$ cat config.mk
export PLATFORM = sky130hd
export DESIGN_NAME = fifo_ram_ctrl
export DESIGN_NICKNAME = d
export VERILOG_FILES = /design/src/rtl/fifo_pkg.sv /design/src/rtl/fifo_ram_ctrl.sv
export SDC_FILE = /design/constraint.sdc
export NUM_CORES = 1
export LEC_CHECK = 0
export CORE_MARGIN = 1.5
export CORE_UTILIZATION = 36
export DETAILED_ROUTE_END_ITERATION = 16
export HOLD_SLACK_MARGIN = 0.15
export PLACE_DENSITY = 0.9
export SYNTH_ARGS = -nofsm -noshare
export SYNTH_HDL_FRONTEND = slang
export SYNTH_SLANG_ARGS = --single-unit
$ cat constraint.sdc
create_clock -name clk -period 2.85 [get_ports clk]
set_input_delay 0.57 -clock clk [delete_from_list [all_inputs] [get_ports clk]]
set_output_delay 0.57 -clock clk [all_outputs]
set_load 0.1 [all_outputs]
$ cat src/rtl/fifo_pkg.sv
// Shared definitions for the priority-class FIFO: default geometry, the
// pointer type (one wrap bit above the RAM address) and the occupancy helper.
package fifo_pkg;

  localparam int FIFO_ADDR_WIDTH = 5;
  localparam int FIFO_DATA_WIDTH = 16;

  typedef logic [FIFO_ADDR_WIDTH:0] ptr_t;

  // Words sitting in the RAM that have not been fetched yet. The pointers
  // carry one extra wrap bit, so the difference is taken modulo 2**(aw+1).
  function automatic int unsigned used_count(input int unsigned wr,
                                             input int unsigned rd,
                                             input int unsigned aw);
    return (wr - rd) & ((32'd1 << (aw + 1)) - 32'd1);
  endfunction

endpackage

$ cat src/rtl/fifo_ram_ctrl.sv
// First-word-fall-through FIFO controller around a dual-port RAM with a
// one-cycle read. Port A writes, port B reads; the RAM's registered port-B
// output doubles as the FIFO head register, so no data is stored here.
module fifo_ram_ctrl
  import fifo_pkg::*;
#(
  parameter int ADDR_WIDTH = FIFO_ADDR_WIDTH,
  parameter int DATA_WIDTH = FIFO_DATA_WIDTH
) (
  input  logic                  clk,
  input  logic                  rst,
  input  logic                  flush,
  input  logic                  in_valid,
  output logic                  in_ready,
  input  logic [DATA_WIDTH-1:0] in_data,
  output logic                  out_valid,
  input  logic                  out_ready,
  output logic [DATA_WIDTH-1:0] out_data,
  output logic [ADDR_WIDTH:0]   count,
  output logic                  full,
  output logic                  empty,
  output logic                  ram_ena,
  output logic                  ram_wea,
  output logic [ADDR_WIDTH-1:0] ram_addra,
  output logic [DATA_WIDTH-1:0] ram_dina,
  output logic                  ram_enb,
  output logic                  ram_web,
  output logic [ADDR_WIDTH-1:0] ram_addrb,
  input  logic [DATA_WIDTH-1:0] ram_doutb
);

  localparam logic [ADDR_WIDTH:0] DEPTH = {1'b1, {ADDR_WIDTH{1'b0}}};

  logic [ADDR_WIDTH:0] r_wr_ptr;
  logic [ADDR_WIDTH:0] r_rd_ptr;
  logic                r_out_valid;

  logic [ADDR_WIDTH:0] w_ram_used;
  logic [ADDR_WIDTH:0] w_count;
  logic                w_full;
  logic                w_clear;
  logic                w_push;
  logic                w_rd_issue;
  logic                w_pop;

  assign w_ram_used = (ADDR_WIDTH+1)'(used_count(32'(r_wr_ptr), 32'(r_rd_ptr), ADDR_WIDTH));
  assign w_full     = (w_ram_used == DEPTH);
  assign w_count    = w_ram_used + {{ADDR_WIDTH{1'b0}}, r_out_valid};
  assign w_clear    = rst | flush;

  // A clear cycle swallows any push or fetch so nothing lands in or leaves
  // the RAM while the pointers are being zeroed.
  assign w_push     = in_valid && !w_full && !w_clear;
  assign w_rd_issue = (w_ram_used != '0) && (!r_out_valid || out_ready) && !w_clear;
  assign w_pop      = r_out_valid && out_ready;

  // Pointer and head-valid update; rst and flush both discard everything.
  always_ff @(posedge clk) begin
    if (w_clear) begin
      r_wr_ptr    <= '0;
      r_rd_ptr    <= '0;
      r_out_valid <= 1'b0;
    end else begin
      if (w_push)
        r_wr_ptr <= r_wr_ptr + 1'b1;
      if (w_rd_issue)
        r_rd_ptr <= r_rd_ptr + 1'b1;
      if (w_rd_issue)
        r_out_valid <= 1'b1;
      else if (w_pop)
        r_out_valid <= 1'b0;
    end
  end

  // Status is derived only from registered pointers, so in_ready never
  // depends combinationally on in_valid.
  assign in_ready  = !w_full;
  assign full      = w_full;
  assign count     = w_count;
  assign empty     = (w_count == '0);
  assign out_valid = r_out_valid;
  assign out_data  = ram_doutb;

  assign ram_ena   = w_push;
  assign ram_wea   = w_push;
  assign ram_addra = r_wr_ptr[ADDR_WIDTH-1:0];
  assign ram_dina  = in_data;
  assign ram_enb   = w_rd_issue;
  assign ram_web   = 1'b0;
  assign ram_addrb = r_rd_ptr[ADDR_WIDTH-1:0];

endmodule

Yosys cells after proc, flatten, opt, wreduce, memory -nomap -nowiden

Cells that the tools add are included.

Equality and inequality tests: 1
Reductions and logical operators: 12
Bitwise gates (word level): 1
$add $sub $neg: 4
Mux-type cells: 2

Operator list:

| operator                                                      | count |
|---|---|
| 6-bit by 1-bit adder with 6-bit output, second input constant | 2 |
| 6-bit by 1-bit adder with 6-bit output                        | 1 |
| 6-bit equality test, second input constant                    | 1 |
| 6-bit zero test                                               | 1 |
| 6-bit nonzero test                                            | 1 |
| 6-bit subtractor                                              | 1 |
| 1-bit logical AND                                             | 5 |
| 1-bit zero test                                               | 3 |
| 1-bit two-way mux                                             | 2 |
| 2-bit nonzero test                                            | 1 |
| 1-bit logical OR                                              | 1 |
| 1-bit OR                                                      | 1 |

Word-level logic and storage cells: 23
Output and inout bits: 56
Bits of input ports: 37
Register bits after elaboration: 13

Logic depth before layout (Yosys ltp)

Gate-level depths: netlist (run 1).

Word-level depth: 5
Mapped depth: 12

Worst setup path after synthesis (run 1)

Ideal clock, no wire load.

Path kind: register -> output
Start: reg r_rd_ptr[0]
End: out ram_wea
Required time: 2.280 ns
Stages on the path, launching flop included: 11
Path slack: -2.373 ns
Path buffers: 2
Arrival time: 4.653 ns
Path through: dfxtp_1 > ha_1 > inv_1 > fa_1 > xor2_1 > nor3_1 > o21ai_1 > a211oi_2 > buf_2 > nor3_1 > buf_4

Longest elaborated chain between the ends: 5

RTL lines:

| element                         | RTL line            | source |
|---|---|---|
| start: declaration              | fifo_ram_ctrl.sv:35 | `logic [ADDR_WIDTH:0] r_rd_ptr;` |
| start signal: assignment        | fifo_ram_ctrl.sv:67 | `r_rd_ptr <= r_rd_ptr + 1'b1;` |
| 6-bit subtractor                | fifo_pkg.sv:15      | `return (wr - rd) & ((32'd1 << (aw + 1)) - 32'd1);` |
| 6-bit equality test             | fifo_ram_ctrl.sv:47 | `assign w_full = (w_ram_used == DEPTH);` |
| via full                        | fifo_ram_ctrl.sv:20 | `output logic full,` |
| 1-bit zero test                 | fifo_ram_ctrl.sv:53 | `assign w_push = in_valid && !w_full && !w_clear;` |
| 1-bit logical AND (2 in series) | fifo_ram_ctrl.sv:53 |  |
| end: declaration                | fifo_ram_ctrl.sv:23 | `output logic ram_wea,` |

The timed path passes the listed nets, and every way through them passes these cells.

Worst setup path in the final report (run 1)

Start: reg r_wr_ptr[0]
End: out empty

Longest elaborated chain between the ends: 3

RTL lines:

| element                                | RTL line            | source |
|---|---|---|
| start: declaration                     | fifo_ram_ctrl.sv:34 | `logic [ADDR_WIDTH:0] r_wr_ptr;` |
| start signal: assignment               | fifo_ram_ctrl.sv:65 | `r_wr_ptr <= r_wr_ptr + 1'b1;` |
| 6-bit subtractor                       | fifo_pkg.sv:15      |  |
| 6-bit by 1-bit adder with 6-bit output | fifo_ram_ctrl.sv:48 | `assign w_count = w_ram_used + {{ADDR_WIDTH{1'b0}}, r_out_valid};` |
| 6-bit zero test                        | fifo_ram_ctrl.sv:80 | `assign empty = (w_count == '0);` |
| end: declaration                       | fifo_ram_ctrl.sv:21 | `output logic empty,` |

Every way passes these cells.

==> impl_metrics.json, run 1 <==
{
  "synthesis.nets": 225,
  "cap_violations": 0,
  "dr.first_iter.drc_count": 17,
  "cp_slowest_cell": "fa_2",
  "grt_pass1_wl_um": 5490,
  "fin_nets": 243,
  "h-tree-depth": 1,
  "holdPathStages": 2,
  "yosysTopAreaCell": "buf_4",
  "first_global_vias": 1241,
  "status": "finished, violations left",
  "syn_inst": 178,
  "synth_most_common_cell": "buf_4",
  "fillerInstances": 308,
  "setup_viol": 7,
  "async_flop_share": 0,
  "routed_wl_um": 3430,
  "fmax_mhz": 317,
  "cpMostUsedCell": "inv_2",
  "vias": 1248,
  "coreArea_sq_mm": 0.00369,
  "cp.buffers_inverters": 4,
  "clock_latency_ns": 0.25,
  "start_kind": "register",
  "hp-class": "register to register",
  "grtUsageTotal": 0.163,
  "violations": "negative setup slack",
  "fin_ws_ns": -0.305,
  "worst_r2r_startpoint": "r_wr_ptr[0]",
  "setup.worst_path.start": "r_wr_ptr[0]",
  "cts-buffers-inserted": 3,
  "post-dp-hpwl_um": 2380,
  "yosys.area.top_type_share": 0.248,
  "syn_area_sq_mm": 0.00139,
  "r2r-end": "r_rd_ptr[5]",
  "rsz0062_at_grt": "true",
  "cts_root_buffer": "clkbuf_8",
  "crit_fanout": 4,
  "area_delta_synth_final_pct": 44.8,
  "synthTopCellsByArea": "buf_4 25%, dfxtp_1 19%, ha_1 8.1%",
  "min_from": "r_rd_ptr[4]",
  "grt_max_degree": 12,
  "hold_viol": 0,
  "die_w_um": 65.2,
  "worstHoldEndpoint": "r_rd_ptr[4]",
  "die-area_sq_mm": 0.00425,
  "diodes": 0,
  "rows": 22,
  "remaining_drc_errors": 0,
  "firstDrtPassIters": 4,
  "min_period_ns": 3.15,
  "cpPeakStageDelay_ns": 0.40,
  "rrSetupSlack_ns": 0.25,
  "dp_slack_ns": -0.0661,
  "critPathKind": "register to primary output",
  "start_util": 0.377,
  "arrival_ns": 2.58,
  "fin_skew_ns": 0.00184,
  "synth.distinct_cells": 36,
  "r2r_cells": 13,
  "yosys_warnings": 0,
  "ios": 93,
  "grt_overflow_total": 0,
  "cts_sinks": 13,
  "place_congestion": 0.799,
  "cts_buffer_depth": 2,
  "die_y_um": 65.2,
  "endpoint_kind": "primary output",
  "cts_tree": "built",
  "drive_above_1_share": 0.523,
  "ys_seq_area_frac": 0.187,
  "cp.required_ns": 2.28,
  "path_cells": "inv_2 > ha_4 > inv_2 > fa_2 > xor2_4 > buf_4 > a21oi_2 > nand2_1 > a211o_1 > a2111oi_4 > buf_12",
  "drv_slew": 0,
  "synth-edff-count": 0,
  "syn_avg_cell_area_sq_um": 7.82,
  "antenna_found_initial": 0,
  "wl_per_cell_um": 14.1,
  "synth-seq-cells": 13,
  "critical_path.top_delay_family": "compound AO/OA/AOI/OAI gates",
  "ys.flop_type": "dfxtp_1",
  "port_buffers": 27,
  "viasPerCell": 5.14,
  "clk_pin_slew_ns": 0.06,
  "drtAntennaViolNets": 0,
  "period_share": 1.11,
  "synth.top_cells.by_count": "46 x buf_4, 15 x a21oi_1, 13 x dfxtp_1"
}
## routing by layer
| layer | share of wire | GRT usage | vias up |
|---|---|---|---|
| met5 | 0 | 0 | - |
| met4 | 0.012 | 0.0547 | 0 |
| met3 | 0.062 | 0.0497 | 10 |
| met2 | 0.51 | 0.283 | 37 |
| met1 | 0.42 | 0.189 | 601 |
| li1 | - | - | 600 |
## cells by family (layout without fill, tap and decap cells)
| logic type | count (synthesis) | after routing | share of synthesized area |
|---|---|---|---|
| flip-flops | 13 | 13 | 0.187 |
| AO/OA/AOI/OAI | 38 | 38 | 0.191 |
| adder cells (fa/ha/maj) | 10 | 10 | 0.0953 |
| buffers and inverters | 60 | 77 | 0.288 |
| XOR/XNOR | 10 | 10 | 0.0629 |
| AND/OR/NAND/NOR | 46 | 46 | 0.174 |
| other | 1 | 1 | 0.00270 |
## placed cells by master (no fill, tap or decap), types with 3 or more instances in the layout
cell type	n
a21oi_1	13
a21oi_2	3
buf_12	12
buf_4	41
buf_6	4
clkbuf_8	3
clkdlybuf4s50_1	4
dfxtp_1	9
dfxtp_2	3
ha_1	4
ha_4	4
inv_1	9
nand2_1	8
nand3_1	6
nand4_1	3
nor2_1	5
o21ai_0	10
or3_1	8
## worst max-delay path by stage
stage | end | slack [ns] | cells past startpoint
5_1_grt | empty | -0.39 | 11
3_3_place_gp | empty | -0.004 | 11
4_1_cts | empty | -0.33 | 10
3_5_place_dp | empty | -0.07 | 11
6_report | empty | -0.30 | 11
2_1_floorplan | empty | -0.68 | 10
## registers in the layout, summed over array words and instances (netlist names)
register and cells:
out_valid 1, r_rd_ptr 6, r_wr_ptr 6
## cell type report
type | instances | area [sq um] | share of cell area
repair buffers | 61 | 633 | 0.314
clock buffers | 3 | 41.3 | 0.0205
inverters | 12 | 47.5 | 0.0236
well taps | 48 | 60.1 | 0.0298
flip-flops and latches | 13 | 268 | 0.133
clock inverters | 1 | 5.00 | 0.00248
multi-input cells | 105 | 960 | 0.476
## worst reg2reg max path, cell delays in order (launching register included)
cell and delay (ns):
dfxtp_2 0.33, inv_2 0.08, ha_4 0.14, inv_2 0.04, fa_2 0.59, buf_6 0.12, buf_6 0.09, nor3_4 0.04
o21ai_2 0.08, o41ai_2 0.07, buf_4 0.16, buf_4 0.16, or4_1 0.50, a21oi_1 0.14
## metrics by stage
stage | utilization | instances | TNS [ns] | area, sq um | hold slack [ns]
2_1_floorplan | - | 178 | -2.17 | 1560 | 0.480
3_3_place_gp | 0.484 | 228 | -0.00390 | 1790 | 0.506
3_5_place_dp | 0.484 | 228 | -0.0661 | 1790 | 0.523
4_1_cts | 0.522 | 237 | -1.38 | 1930 | 0.517
5_1_grt | 0.546 | 243 | -2.01 | 2010 | 0.561
6_report | 0.546 | 243 | -1.40 | 2010 | 0.514
## what timing repair did
action / 4_1_cts / 5_1_grt
gates resized for setup: 11 / 9
cloned: 0 / 0
pin swaps: 10 / 9
setup endpoints to repair: 7 / 9
hold buffers: 0 / 0
setup buffers: 5 / 6
Power of run 1 is not shown: default switching activity piles up to over one toggle a cycle in this logic, so the estimate is an artifact.
==> inputs of run 2 (changes only) <==
- ABC_CLOCK_PERIOD_IN_PS: default -> 2850
==> results of run 2 <==
Final layout, timing and power as in run 1 (identical DEF).
Power of run 2 is left out for the same reason.
==> inputs of run 3 (changes only) <==
- CORE_MARGIN: 1.5 -> default
==> impl_metrics.json, run 3 (synthesis gave the netlist of run 1 again) <==
{
  "violations": "negative setup slack",
  "rsz0062_at_grt": "true",
  "cts_root_buffer": "clkbuf_8",
  "clock_latency_ns": 0.24,
  "worstHoldEndpoint": "r_rd_ptr[4]",
  "fin_nets": 245,
  "setup.worst_path.start": "r_wr_ptr[0]",
  "grt_overflow_total": 0,
  "area_delta_synth_final_pct": 48.0,
  "firstDrtPassIters": 4,
  "r2r_cells": 16,
  "first_global_vias": 1280,
  "h-tree-depth": 1,
  "r2r-end": "r_wr_ptr[5]",
  "path_cells": "inv_2 > ha_4 > inv_2 > fa_2 > nand3_2 > a21oi_2 > nand2_1 > a211o_1 > a2111oi_4 > buf_12",
  "die_y_um": 64.2,
  "post-dp-hpwl_um": 2470,
  "wl_per_cell_um": 15.6,
  "fin_ws_ns": -0.324,
  "period_share": 1.11,
  "ios": 93,
  "viasPerCell": 5.19,
  "drtAntennaViolNets": 0,
  "mostFrequentLayoutCells": "39 x buf_4, 13 x buf_12, 12 x a21oi_1",
  "place_congestion": 0.799,
  "start_util": 0.377,
  "dr.first_iter.drc_count": 27,
  "port_buffers": 27,
  "arrival_ns": 2.60,
  "cts_sinks": 13,
  "cts-buffers-inserted": 3,
  "cp_slowest_cell": "fa_2",
  "rrSetupSlack_ns": 0.13,
  "fin_skew_ns": 0.00144,
  "holdPathStages": 2,
  "status": "finished, violations left",
  "remaining_drc_errors": 0,
  "min_from": "r_rd_ptr[4]",
  "worst_r2r_startpoint": "r_wr_ptr[0]",
  "vias": 1272,
  "routed_wl_um": 3830,
  "cpMostUsedCell": "inv_2",
  "start_kind": "register",
  "grtUsageTotal": 0.183,
  "antenna_found_initial": 0,
  "die-area_sq_mm": 0.00412,
  "cts_tree": "built",
  "cap_violations": 0,
  "hp-class": "register to register",
  "layout_commonest_cell": "buf_4",
  "crit_fanout": 4,
  "grt_pass1_wl_um": 5910,
  "endpoint_kind": "primary output",
  "fmax_mhz": 315,
  "cts_buffer_depth": 2,
  "clk_pin_slew_ns": 0.06,
  "fillerInstances": 299,
  "grt_max_degree": 15,
  "setup_viol": 8,
  "rows": 22,
  "cts_hold_buffers": 0,
  "cp.required_ns": 2.28,
  "drv_slew": 0,
  "coreArea_sq_mm": 0.00369,
  "critPathKind": "register to primary output",
  "min_period_ns": 3.17,
  "die_w_um": 64.2,
  "diodes": 0,
  "hold_viol": 0,
  "cpPeakStageDelay_ns": 0.61,
  "drive_above_1_share": 0.518,
  "final_core_util": 0.558
}
==> run 3: worst max path at each step <==
stage / to / slack, ns / cells past startpoint
after CTS: empty / -0.31 / 11
after global placement: empty / -0.005 / 11
after global routing: empty / -0.43 / 11
after floorplan: empty / -0.68 / 10
after detailed placement: empty / -0.08 / 11
final: empty / -0.32 / 10
==> run 3: critical path, delay by kind of cell, from the launching register on <==
family / cells / cell delay (ns)
AO/OA/AOI/OAI: 3 / 0.77
adder cells (fa/ha/maj): 2 / 0.74
buffers and inverters: 3 / 0.31
flip-flops: 1 / 0.32
AND/OR/NAND/NOR: 2 / 0.20
==> run 3: cell type report <==
cell class | instances | area, sq um | share of cell area
multi-input combinational | 105 | 968 | 0.470
tap | 48 | 60.1 | 0.0292
timing repair buffer | 63 | 672 | 0.326
sequential | 13 | 267 | 0.129
inverter | 12 | 47.5 | 0.0231
clock buffer | 4 | 45.0 | 0.0219
==> run 3: through the flow <==
step	cell area, sq um	setup slack [ns]	hold WS (ns)	setup TNS (ns)	instances
floorplan	1560	-0.675	0.480	-2.17	178
global route	2060	-0.425	0.563	-2.25	245
detailed placement	1780	-0.0797	0.511	-0.0797	227
finish	2060	-0.324	0.519	-1.58	245
global placement	1780	-0.00542	0.499	-0.00542	227
CTS	1980	-0.312	0.523	-1.38	240
==> run 3: metal layers <==
layer	vias to the layer above	track usage	wire (um)
li1	603	-	-
met4	0	0.0972	79
met3	8	0.0357	97
met1	633	0.212	1610
met5	-	0	0
met2	28	0.315	2050
==> run 3: timing repair <==
item | CTS | global route
setup buffers | 9 | 5
cloned | 0 | 0
pin swaps | 7 | 6
resized for setup | 14 | 10
endpoints found under the hold margin | 0 | 0
endpoints found under the setup margin | 7 | 11
Power of run 3 is left out for the same reason.
